**src/rtl/router_pkg.sv**
```systemverilog
// Shared types and helpers for the N-master by M-slave request router.
package router_pkg;

  typedef enum logic [1:0] {
    S_IDLE = 2'd0,
    S_BUSY = 2'd1,
    S_DONE = 2'd2
  } slave_state_t;

  // Width of the per-slave round-robin pointer debug field (up to 16 masters).
  localparam int PTR_W = 4;

  function automatic int clog2_f(input int value);
    int r;
    r = 0;
    while ((1 << r) < value) r++;
    return r;
  endfunction

endpackage

```
**src/rtl/rr_arbiter.sv**
```systemverilog
// Round-robin arbiter: one-hot grant, pointer moves past the winner when en is high.
module rr_arbiter
  import router_pkg::*;
#(
  parameter int N = 4,
  parameter int PW = (N > 1) ? clog2_f(N) : 1
) (
  input  logic          clk,
  input  logic          rst,
  input  logic [N-1:0]  req,
  input  logic          en,
  output logic [N-1:0]  gnt,
  output logic [PW-1:0] ptr
);

  logic [PW-1:0] gnt_idx;
  logic          found;

  always_comb begin
    int idx;
    idx     = 0;
    gnt     = '0;
    gnt_idx = '0;
    found   = 1'b0;
    for (int i = 0; i < N; i++) begin
      idx = int'(ptr) + i;
      if (idx >= N) idx = idx - N;
      if (!found && req[idx]) begin
        found        = 1'b1;
        gnt[idx]     = 1'b1;
        gnt_idx      = PW'(idx);
      end
    end
  end

  always_ff @(posedge clk or negedge rst) begin
    if (!rst) begin
      ptr <= '0;
    end else if (en && found) begin
      ptr <= (gnt_idx == PW'(N - 1)) ? '0 : gnt_idx + 1'b1;
    end
  end

endmodule

```
**src/rtl/router_nxm.sv**
```systemverilog
// N-master to M-slave request router with one IDLE/BUSY/DONE engine per slave.
// Optional watchdog on stuck slaves is enabled with the ROUTER_TIMEOUT_EN macro.
module router_nxm
  import router_pkg::*;
#(
  parameter int DATA_WIDTH     = 32,
  parameter int ADDR_WIDTH     = 32,
  parameter int NUM_MASTERS    = 4,
  parameter int NUM_SLAVES     = 4,
  parameter int TIMEOUT_CYCLES = 16
) (
  input  logic                                   clk,
  input  logic                                   rst,
  input  logic [NUM_MASTERS-1:0]                 m_req,
  input  logic [NUM_MASTERS-1:0][ADDR_WIDTH-1:0] m_addr,
  input  logic [NUM_MASTERS-1:0]                 m_we,
  input  logic [NUM_MASTERS-1:0][DATA_WIDTH-1:0] m_wdata,
  output logic [NUM_MASTERS-1:0]                 m_ack,
  output logic [NUM_MASTERS-1:0][DATA_WIDTH-1:0] m_rdata,
  output logic [NUM_MASTERS-1:0]                 m_err,
  output logic [NUM_SLAVES-1:0]                  s_req,
  output logic [NUM_SLAVES-1:0][ADDR_WIDTH-1:0]  s_addr,
  output logic [NUM_SLAVES-1:0]                  s_we,
  output logic [NUM_SLAVES-1:0][DATA_WIDTH-1:0]  s_wdata,
  input  logic [NUM_SLAVES-1:0]                  s_ack,
  input  logic [NUM_SLAVES-1:0][DATA_WIDTH-1:0]  s_rdata,
  output logic [NUM_SLAVES-1:0][1:0]             slave_state,
  output logic [NUM_SLAVES-1:0][PTR_W-1:0]       rr_ptr
);

  // Handshake: a master holds m_req and its fields until a one-cycle m_ack;
  // a slave sees s_req held for the whole BUSY phase and answers with s_ack.
  localparam int SW = clog2_f(NUM_SLAVES);
  localparam int PW = (NUM_MASTERS > 1) ? clog2_f(NUM_MASTERS) : 1;

  logic [NUM_SLAVES-1:0][NUM_MASTERS-1:0] done_owner;
  logic [NUM_SLAVES-1:0]                  done_err;
  logic [NUM_SLAVES-1:0][DATA_WIDTH-1:0]  done_rdata;

  for (genvar s = 0; s < NUM_SLAVES; s++) begin : g_slave
    slave_state_t            state;
    logic [NUM_MASTERS-1:0]  hit;
    logic [NUM_MASTERS-1:0]  gnt;
    logic [NUM_MASTERS-1:0]  owner;
    logic [PW-1:0]           arb_ptr;
    logic [ADDR_WIDTH-1:0]   sel_addr, addr_q;
    logic                    sel_we, we_q;
    logic [DATA_WIDTH-1:0]   sel_wdata, wdata_q, rdata_q;
    logic                    req_q, ack_q;
`ifdef ROUTER_TIMEOUT_EN
    localparam int TW = clog2_f(TIMEOUT_CYCLES + 1);
    logic [TW-1:0]           busy_cnt;
    logic                    err_q;
`endif

    always_comb begin
      hit       = '0;
      sel_addr  = '0;
      sel_we    = 1'b0;
      sel_wdata = '0;
      for (int m = 0; m < NUM_MASTERS; m++) begin
        hit[m] = m_req[m] && (m_addr[m][ADDR_WIDTH-1 -: SW] == SW'(s));
        if (gnt[m]) begin
          sel_addr  = m_addr[m];
          sel_we    = m_we[m];
          sel_wdata = m_wdata[m];
        end
      end
    end

    // Only IDLE consults the arbiter, so a request still high in DONE waits a cycle.
    rr_arbiter #(.N(NUM_MASTERS), .PW(PW)) u_arb (
      .clk (clk),
      .rst (rst),
      .req (hit),
      .en  (state == S_IDLE),
      .gnt (gnt),
      .ptr (arb_ptr)
    );

    always_ff @(posedge clk or negedge rst) begin
      if (!rst) begin
        state   <= S_IDLE;
        owner   <= '0;
        addr_q  <= '0;
        we_q    <= 1'b0;
        wdata_q <= '0;
        rdata_q <= '0;
        req_q   <= 1'b0;
        ack_q   <= 1'b0;
`ifdef ROUTER_TIMEOUT_EN
        busy_cnt <= '0;
        err_q    <= 1'b0;
`endif
      end else begin
        case (state)
          S_IDLE: begin
            if (|hit) begin
              state   <= S_BUSY;
              owner   <= gnt;
              addr_q  <= sel_addr;
              we_q    <= sel_we;
              wdata_q <= sel_wdata;
              req_q   <= 1'b1;
`ifdef ROUTER_TIMEOUT_EN
              busy_cnt <= '0;
`endif
            end
          end
          S_BUSY: begin
            if (s_ack[s]) begin
              state   <= S_DONE;
              req_q   <= 1'b0;
              ack_q   <= 1'b1;
              rdata_q <= s_rdata[s];
            end
`ifdef ROUTER_TIMEOUT_EN
            else if (busy_cnt == TW'(TIMEOUT_CYCLES - 1)) begin
              state   <= S_DONE;
              req_q   <= 1'b0;
              ack_q   <= 1'b1;
              err_q   <= 1'b1;
              rdata_q <= '0;
            end else begin
              busy_cnt <= busy_cnt + 1'b1;
            end
`endif
          end
          S_DONE: begin
            state   <= S_IDLE;
            ack_q   <= 1'b0;
            rdata_q <= '0;
`ifdef ROUTER_TIMEOUT_EN
            err_q   <= 1'b0;
`endif
          end
          default: state <= S_IDLE;
        endcase
      end
    end

    assign s_req[s]       = req_q;
    assign s_addr[s]      = addr_q;
    assign s_we[s]        = we_q;
    assign s_wdata[s]     = wdata_q;
    assign slave_state[s] = state;
    assign rr_ptr[s]      = PTR_W'(arb_ptr);
    assign done_owner[s]  = ack_q ? owner : '0;
    assign done_rdata[s]  = rdata_q;
`ifdef ROUTER_TIMEOUT_EN
    assign done_err[s]    = err_q;
`else
    assign done_err[s]    = 1'b0;
`endif
  end

  always_comb begin
    m_ack   = '0;
    m_err   = '0;
    m_rdata = '0;
    for (int m = 0; m < NUM_MASTERS; m++) begin
      for (int s = 0; s < NUM_SLAVES; s++) begin
        if (done_owner[s][m]) begin
          m_ack[m]   = 1'b1;
          m_err[m]   = m_err[m] | done_err[s];
          m_rdata[m] = m_rdata[m] | done_rdata[s];
        end
      end
    end
  end

endmodule

```
**config.mk**
```make
export PLATFORM = sky130hd
export DESIGN_NAME = router_nxm
export DESIGN_NICKNAME = d
export VERILOG_FILES = /design/src/rtl/router_pkg.sv /design/src/rtl/rr_arbiter.sv /design/src/rtl/router_nxm.sv
export SDC_FILE = /design/constraint.sdc
export NUM_CORES = 1
export LEC_CHECK = 0
export CAP_MARGIN = 20
export CORE_AREA = 10 10 311 313
export CTS_CLUSTER_DIAMETER = 150
export DETAILED_ROUTE_END_ITERATION = 10
export DIE_AREA = 0 0 321 323
export DONT_BUFFER_PORTS = 1
export GPL_TIMING_DRIVEN = 0
export HOLD_SLACK_MARGIN = 0.1
export PLACE_DENSITY = 0.48
export SETUP_SLACK_MARGIN = 0.05
export SYNTH_ARGS = -nofsm -noshare
export SYNTH_HDL_FRONTEND = slang
export SYNTH_SLANG_ARGS = --single-unit
```
**constraint.sdc**
```tcl
create_clock -name clk -period 3.92 [get_ports clk]
set_clock_uncertainty 0.15 [all_clocks]
set_input_delay 0.392 -clock clk [delete_from_list [all_inputs] [get_ports clk]]
set_output_delay 0.392 -clock clk [all_outputs]
set_load 0.03 [all_outputs]
```
### After elaboration in Yosys (flattened, before gate mapping)

Index checks and enable logic that the tools add are counted.

| storage, ports and cells | value |
|---|---|
| register bits | 428 |
| logic and storage cells | 540 |
| output and inout bits | 424 |
| input bits | 398 |

| operators by class | value |
|---|---|
| equality and inequality tests | 32 |
| order comparisons | 48 |
| muxes and demuxes | 272 |
| reduce and logical (&&, ||, !) cells | 96 |
| bitwise operators | 24 |
| add/subtract/negate cells | 32 |

Operator list:

| cell | count |
|---|---|
| 32-bit 2-to-1 mux | 68 |
| 32-bit by 1-bit >= comparator with 1-bit output (second input constant) | 16 |
| 32-bit by 4-bit less-than comparator with 1-bit output (second input constant) | 16 |
| 32-bit by 4-bit >= comparator with 1-bit output (second input constant) | 12 |
| 32-bit OR | 12 |
| 32-bit by 4-bit subtractor with 32-bit output (second input constant) | 12 |
| 32-bit one-hot mux with 2 select lines | 4 |
| 1-bit 2-to-1 mux | 108 |
| 4-bit 2-to-1 mux | 20 |
| 2-bit 2-to-1 mux | 28 |
| 1-bit logical AND | 48 |
| 4-bit OR | 12 |
| 1-bit binary-select mux with 2-bit select | 16 |
| 1-bit demux with 2-bit select | 16 |
| 2-bit == test (second input constant) | 16 |
| 2-bit by 2-bit adder with 3-bit output (second input constant) | 8 |
| 2-bit AND reduction | 12 |
| 2-bit by 1-bit == test with 1-bit output (second input constant) | 8 |
| 2-bit zero test | 8 |
| 2-bit != test (second input constant) | 8 |
| 1-bit one-hot mux with 2 select lines | 8 |
| 2-bit one-hot mux with 2 select lines | 4 |
| 2-bit nonzero test | 8 |
| 4-bit OR reduction | 4 |
| 6 further kinds | 32 |

### Depth between registers and ports, before layout

| logic depth | value |
|---|---|
| word-level depth | 19 |
| depth in mapped cells | 13 |
| gate-level depth less buffers | 10 |

### Modules after synthesis

A second synthesis with hierarchy kept.

| unflattened totals | value |
|---|---|
| cell total of the unflattened synthesis | 3014 |
| area, all modules | 26868.3 sq um |

Modules (own cells, without submodules):

| module | area an instance (sq um) | seq. area each (sq um) | cells an instance | instances |
|---|---|---|---|---|
| router_nxm | 24626.1 | 10510.1 | 2763 | 1 |
| rr_arbiter at g_slave[1].u_arb ... | 606.8 | 50.0 | 73 | 2 |
| rr_arbiter at g_slave[0].u_arb | 535.5 | 50.0 | 54 | 1 |
| rr_arbiter at g_slave[3].u_arb | 493.0 | 50.0 | 51 | 1 |

### Least setup slack after synthesis

OpenSTA, ideal clock, no wires.

| timing | value |
|---|---|
| kind | reg-to-reg |
| start | register g_slave[1].u_arb.ptr[0] |
| end | register g_slave[1].addr_q[0] |
| stages on the path, launching flop included | 14 |
| path buffers | 5 |
| period minus slack after synthesis | 3567 ps |
| data required time | 3643 ps |
| arrival | 3290 ps |
| setup time | 127 ps |
| path slack | 353 ps |
| cells stage by stage | dfrtp_1 > clkbuf_1 > buf_2 > inv_1 > ha_1 > clkbuf_1 > mux4_2 > and3_1 > a211oi_1 > o2bb2ai_1 > buf_2 > clkbuf_1 > a311oi_1 > o21ai_1 |

| between the ends | value |
|---|---|
| word-level cells in the longest chain between the ends | 19 |
| elaborated cells on any way between the ends | 67 |
| those cells by class | add/sub: 7; order compare: 12; mux: 35; bitwise: 3; reduce/logical: 10 |

Ends and longest elaborated chain:

| what | line | text |
|---|---|---|
| start: declaration | rr_arbiter.sv:13 | `output logic [PW-1:0] ptr` |
| start signal: assignment | rr_arbiter.sv:40 | `ptr <= (gnt_idx == PW'(N - 1)) ? '0 : gnt_idx + 1'b1;` |
| parallel branches: the longest is 14 deep, another holds 32-bit by 4-bit subtractor with 32-bit output | n/a |  |
| 4-bit 2-to-1 mux * | rr_arbiter.sv:28 | `if (!found && req[idx]) begin` |
| 32-bit 2-to-1 mux (3 in series) | router_nxm.sv:63 | `if (gnt[m]) begin` |
| 32-bit 2-to-1 mux * | router_nxm.sv:63 |  |
| end signal: assignment | router_nxm.sv:101 | `addr_q <= sel_addr;` |
| end: declaration | router_nxm.sv:46 | `logic [ADDR_WIDTH-1:0] sel_addr, addr_q;` |

Every way passes the cells marked *. The select of a mux whose other input is x is not followed.
A chain may end at the register's enable or synchronous reset.

### Final worst setup path

| timing | value |
|---|---|
| start | register g_slave[1].u_arb.ptr[0] |
| end | register g_slave[1].addr_q[18] |

The elaborated chain is that of the path after synthesis.

==> results.txt <==
----------------------------------------------------
[Critical path]
  CP Max Fanout ... 10
  Worst reg2reg path depth ... 12
  FF-to-FF Start ... g_slave[1].u_arb.ptr[0]
  Critical Path Sink Type ... register
  Data arrival time at the worst-slack endpoint ... 4.23 ns
  End of the worst register-to-register path ... g_slave[1].addr_q[18]
  R2R setup slack ... 0.12 ns
  Worst setup path startpoint ... g_slave[1].u_arb.ptr[0]
  Required time reported for the critical path endpoint ... 4.35 ns
  Kind of start point of the critical path ... register
  Worst setup path category ... register to register

[Timing]
  Final setup fails ... 0
  Fraction of the cycle the final worst path needs ... 0.9705
  Final critical path time including I/O delays and setup ... roughly 3.8 ns
  Worst Tran Pin Value ... 1.599 ns
  Setup TNS ... 0 ns
  Worst relative slew slack ... -0.06585
  Pins Over Slew Limit ... 63
  Setup repair after global routing missed its margin ... false
  Max Clock Freq ... 262.8 MHz
  Final hold violation count ... 428
  Smallest hold slack ... -0.6723 ns

[Clock tree]
  Number of buffers added by the clock tree synthesis step ... between 50 and 60
  Clock tree root driver cell ... clkbuf_16
  Cts hold-fix bufs ... 389
  Clock tree from TritonCTS ... built
  Worst-case clock buffer depth ... 3
  Clock latency reported for the late side of the worst-skew pair ... 0.69 ns
  H-tree lvl count ... 2
  Number of sinks handled by clock tree synthesis ... 428
  Clock-pin slew on the worst setup and hold paths ... 0.06 ns

[Floorplan]
  Initial Util ... 0.3154
  Number of rows created at floorplan ... 111
  Placeable core region ... 90830 sq um
  Count of boundary I/O pins ... ~800
  Horiz. Die Dim ... between 300 and 400 um
  Overall die height ... 323 um
  Total die area ... 103700 sq um

[Routing]
  Mean number of vias per cell ... 6.508
  Via count ... 32000
  Count of unresolved DRC violations after routing ... 0
  Initial DRT Pass Iterations ... 9
  Routed len/inst ... ~37 um
  Number of antenna-violating nets in the routed design ... 0
  Total wire length ... 180.6 mm
  Starting DRT DRC Count ... 3931

[Global routing]
  Total routing usage reported by global routing ... 0.3293
  Initial antenna violation count ... 36
  Largest net degree at the start of global routing ... 429
  Total congestion overflow after global routing ... 0
  Number of global-route vias before repair ... 30880
  Global-route wire length before repair ... 249.8 mm

[Yosys]
  Main flop type after synthesis ... dfrtp_1
  Area contributors post-synth ... dfrtp_1 37%, a22oi_1 10%, nand2_1 5.7%
  Post-synthesis cell area ... 28650 sq um
  Area leader, netlist ... dfrtp_1
  Async S/R FF share, synth ... 1.000
  Xor and xnor fraction of the mapped netlist area ... 0.001834
  Area share of fa/ha/maj cells after synthesis ... 0.01267
  Avg Cell Area, Syn ... 8.967 sq um
  Top-area cell type share of the netlist area ... 0.3738
  Area share of and/or/nand/nor cells after synthesis ... 0.1048
  Multiplexer share of the synthesized area ... 0.009259
  Main combinational cell family by area after synthesis ... compound AO/OA/AOI/OAI gates
  Count of flip-flops with a built-in enable after synthesis ... 0
  Post-synthesis compound-gate area fraction ... 0.4119
  Total number of yosys warnings ... 0
  Gate count after technology mapping ... 3195
  Count of unique library cells instantiated by Yosys ... 80
  Part of the Yosys area used for sequential elements ... 0.3738
  Number of register bits inferred by synthesis ... about 430

[Placement]
  Number of placed instances with taps included ... 4395
  Post-detailed-placement half-perimeter wirelength ... approximately 130 mm
  Number of input and output port buffers inserted ... 0
  Cell area after placement ... 30250 sq um
  Gpl congestion ... 0.9720

[Run]
  Max-cap check violation count ... 0

[Final layout]
  Leading cell type in the layout, fill and taps excluded ... nand2_1
  Share of post-route cells with drive strength above 1 ... 0.1622
  Fin nets ... 4093
  Highest-count cells in the layout ignoring fill and taps ... 432 x nand2_1, 420 x dfrtp_1, 389 x dlygate4sd3_1
  Area growth from synthesis to final layout ... 28.10%
  Post-route insts no fill ... 4917
  Final cell area excluding filler cells ... ~37000 sq um
  Filler cell count in the final layout ... between 9000 and 10000

[Power]
  IR drop worst, VDD ... 0.0005054 V
  Leak Pwr ... 15.64 nW
  Power per cell area ... 1077 nW/um^2

[Worst hold path]
  Worst Hold Class ... primary input to asynchronous set/reset pin

[Outcome]
  Violated checks ... negative hold slack, max-slew violations
  Status ... finished, violations left

----------------------------------------------------
[area by class of cell]
cell class	instances	area, sq um	area share
Timing Repair Buffer	404	4038	0.1100
Clock buffer	83	1610	0.04388
Tap cell	1186	1484	0.04043
Sequential cell	428	10730	0.2923
Clock inverter	12	188.9	0.005148
Multi-Input combinational cell	2202	15830	0.4313
Buffer	360	1933	0.05267
Antenna cell	26	65.06	0.001773
Inverter	216	823.3	0.02243
[cells by family (layout without fill, tap and decap cells)]
family | count (synthesis) | in the layout
AO/OA/AOI/OAI | 1437 | 1437
XOR/XNOR | 6 | 6
adder cells (fa/ha/maj) | 29 | 29
buffers and inverters | 577 | 1075
flip-flops | 428 | 428
multiplexers | 15 | 16
other | 1 | 38
AND/OR/NAND/NOR | 702 | 702
[through the flow]
stage / power (W) / util / setup WS, ns
global route: 0.04091 / 0.4037 / 0.03258
CTS: 0.03862 / 0.4002 / 0.05767
finish: 0.03951 / 0.4041 / 0.1155
detailed placement: 0.03228 / 0.3331 / -1.438
floorplan: 0.02432 / - / 0.3525
global placement: 0.03226 / 0.3322 / -1.419
[timing repair]
action,4_1_cts,5_1_grt
buffers inserted,1,11
gates resized for setup,150,74
endpoints found under the setup margin,273,246
cloned,1,0
endpoints found under the hold margin,820,428
pin swaps,1,3
[how the worst max path moves through the flow]
stage / depth (start not counted) / to
global placement: 13 / g_slave[1].addr_q[28]
CTS: 11 / g_slave[2].addr_q[17]
detailed placement: 13 / g_slave[1].addr_q[27]
global route: 10 / g_slave[2].wdata_q[16]
finish: 12 / g_slave[1].addr_q[18]
floorplan: 13 / g_slave[1].addr_q[0]
[per-layer routing]
layer  part of all wire  global-route usage  vias to the layer above
met5             0.0011                   0                        -
met4              0.042              0.1189                       32
met3               0.11              0.1108                      417
met2               0.47              0.5462                     2191
met1               0.37              0.3932                    16260
li1                   -                   -                    13100
[where the power goes]
part | total [W] | internal, W | switching [W]
Combinational | 0.0229 | 0.00764 | 0.0152
Sequential | 0.0113 | 0.00628 | 0.00502
Clock | 0.00533 | 0.00307 | 0.00226
Total | 0.0395 | 0.0170 | 0.0225
[synthesized netlist by cell type (all sizes together), types with 73 or more instances]
| library cell | instances |
|---|---|
| a22oi | 389 |
| nand2 | 432 |
| inv | 215 |
| a221oi | 73 |
| clkbuf | 239 |
| a21oi | 82 |
| buf | 122 |
| o31ai | 140 |
| nor2 | 155 |
| dfrtp | 428 |
| o21ai | 220 |
| a22o | 132 |
[registers in the layout, summed over array words and instances, names as in the netlist, named ones only]
| register | count |
|---|---|
| g_slave.u_arb.ptr | 5 |
| g_slave.req_q | 4 |
| g_slave.wdata_q | 128 |
| g_slave.owner | 16 |
| g_slave.ack_q | 4 |
| g_slave.addr_q | 128 |
| g_slave.rdata_q | 128 |
| g_slave.we_q | 4 |
| g_slave.state | 8 |
[worst max-delay path: stages (launching register included)]
cell	delay, ns
dfrtp_4	0.56
clkbuf_8	0.21
clkbuf_4	0.21
clkinvlp_4	0.19
ha_4	0.36
mux4_2	0.38
nand3_1	0.15
a31oi_1	0.12
a211oi_2	0.33
clkbuf_4	0.37
clkbuf_2	0.36
o21ai_0	0.17
o21ai_1	0.15
No activity file was read; power rests on OpenSTA's default activity.
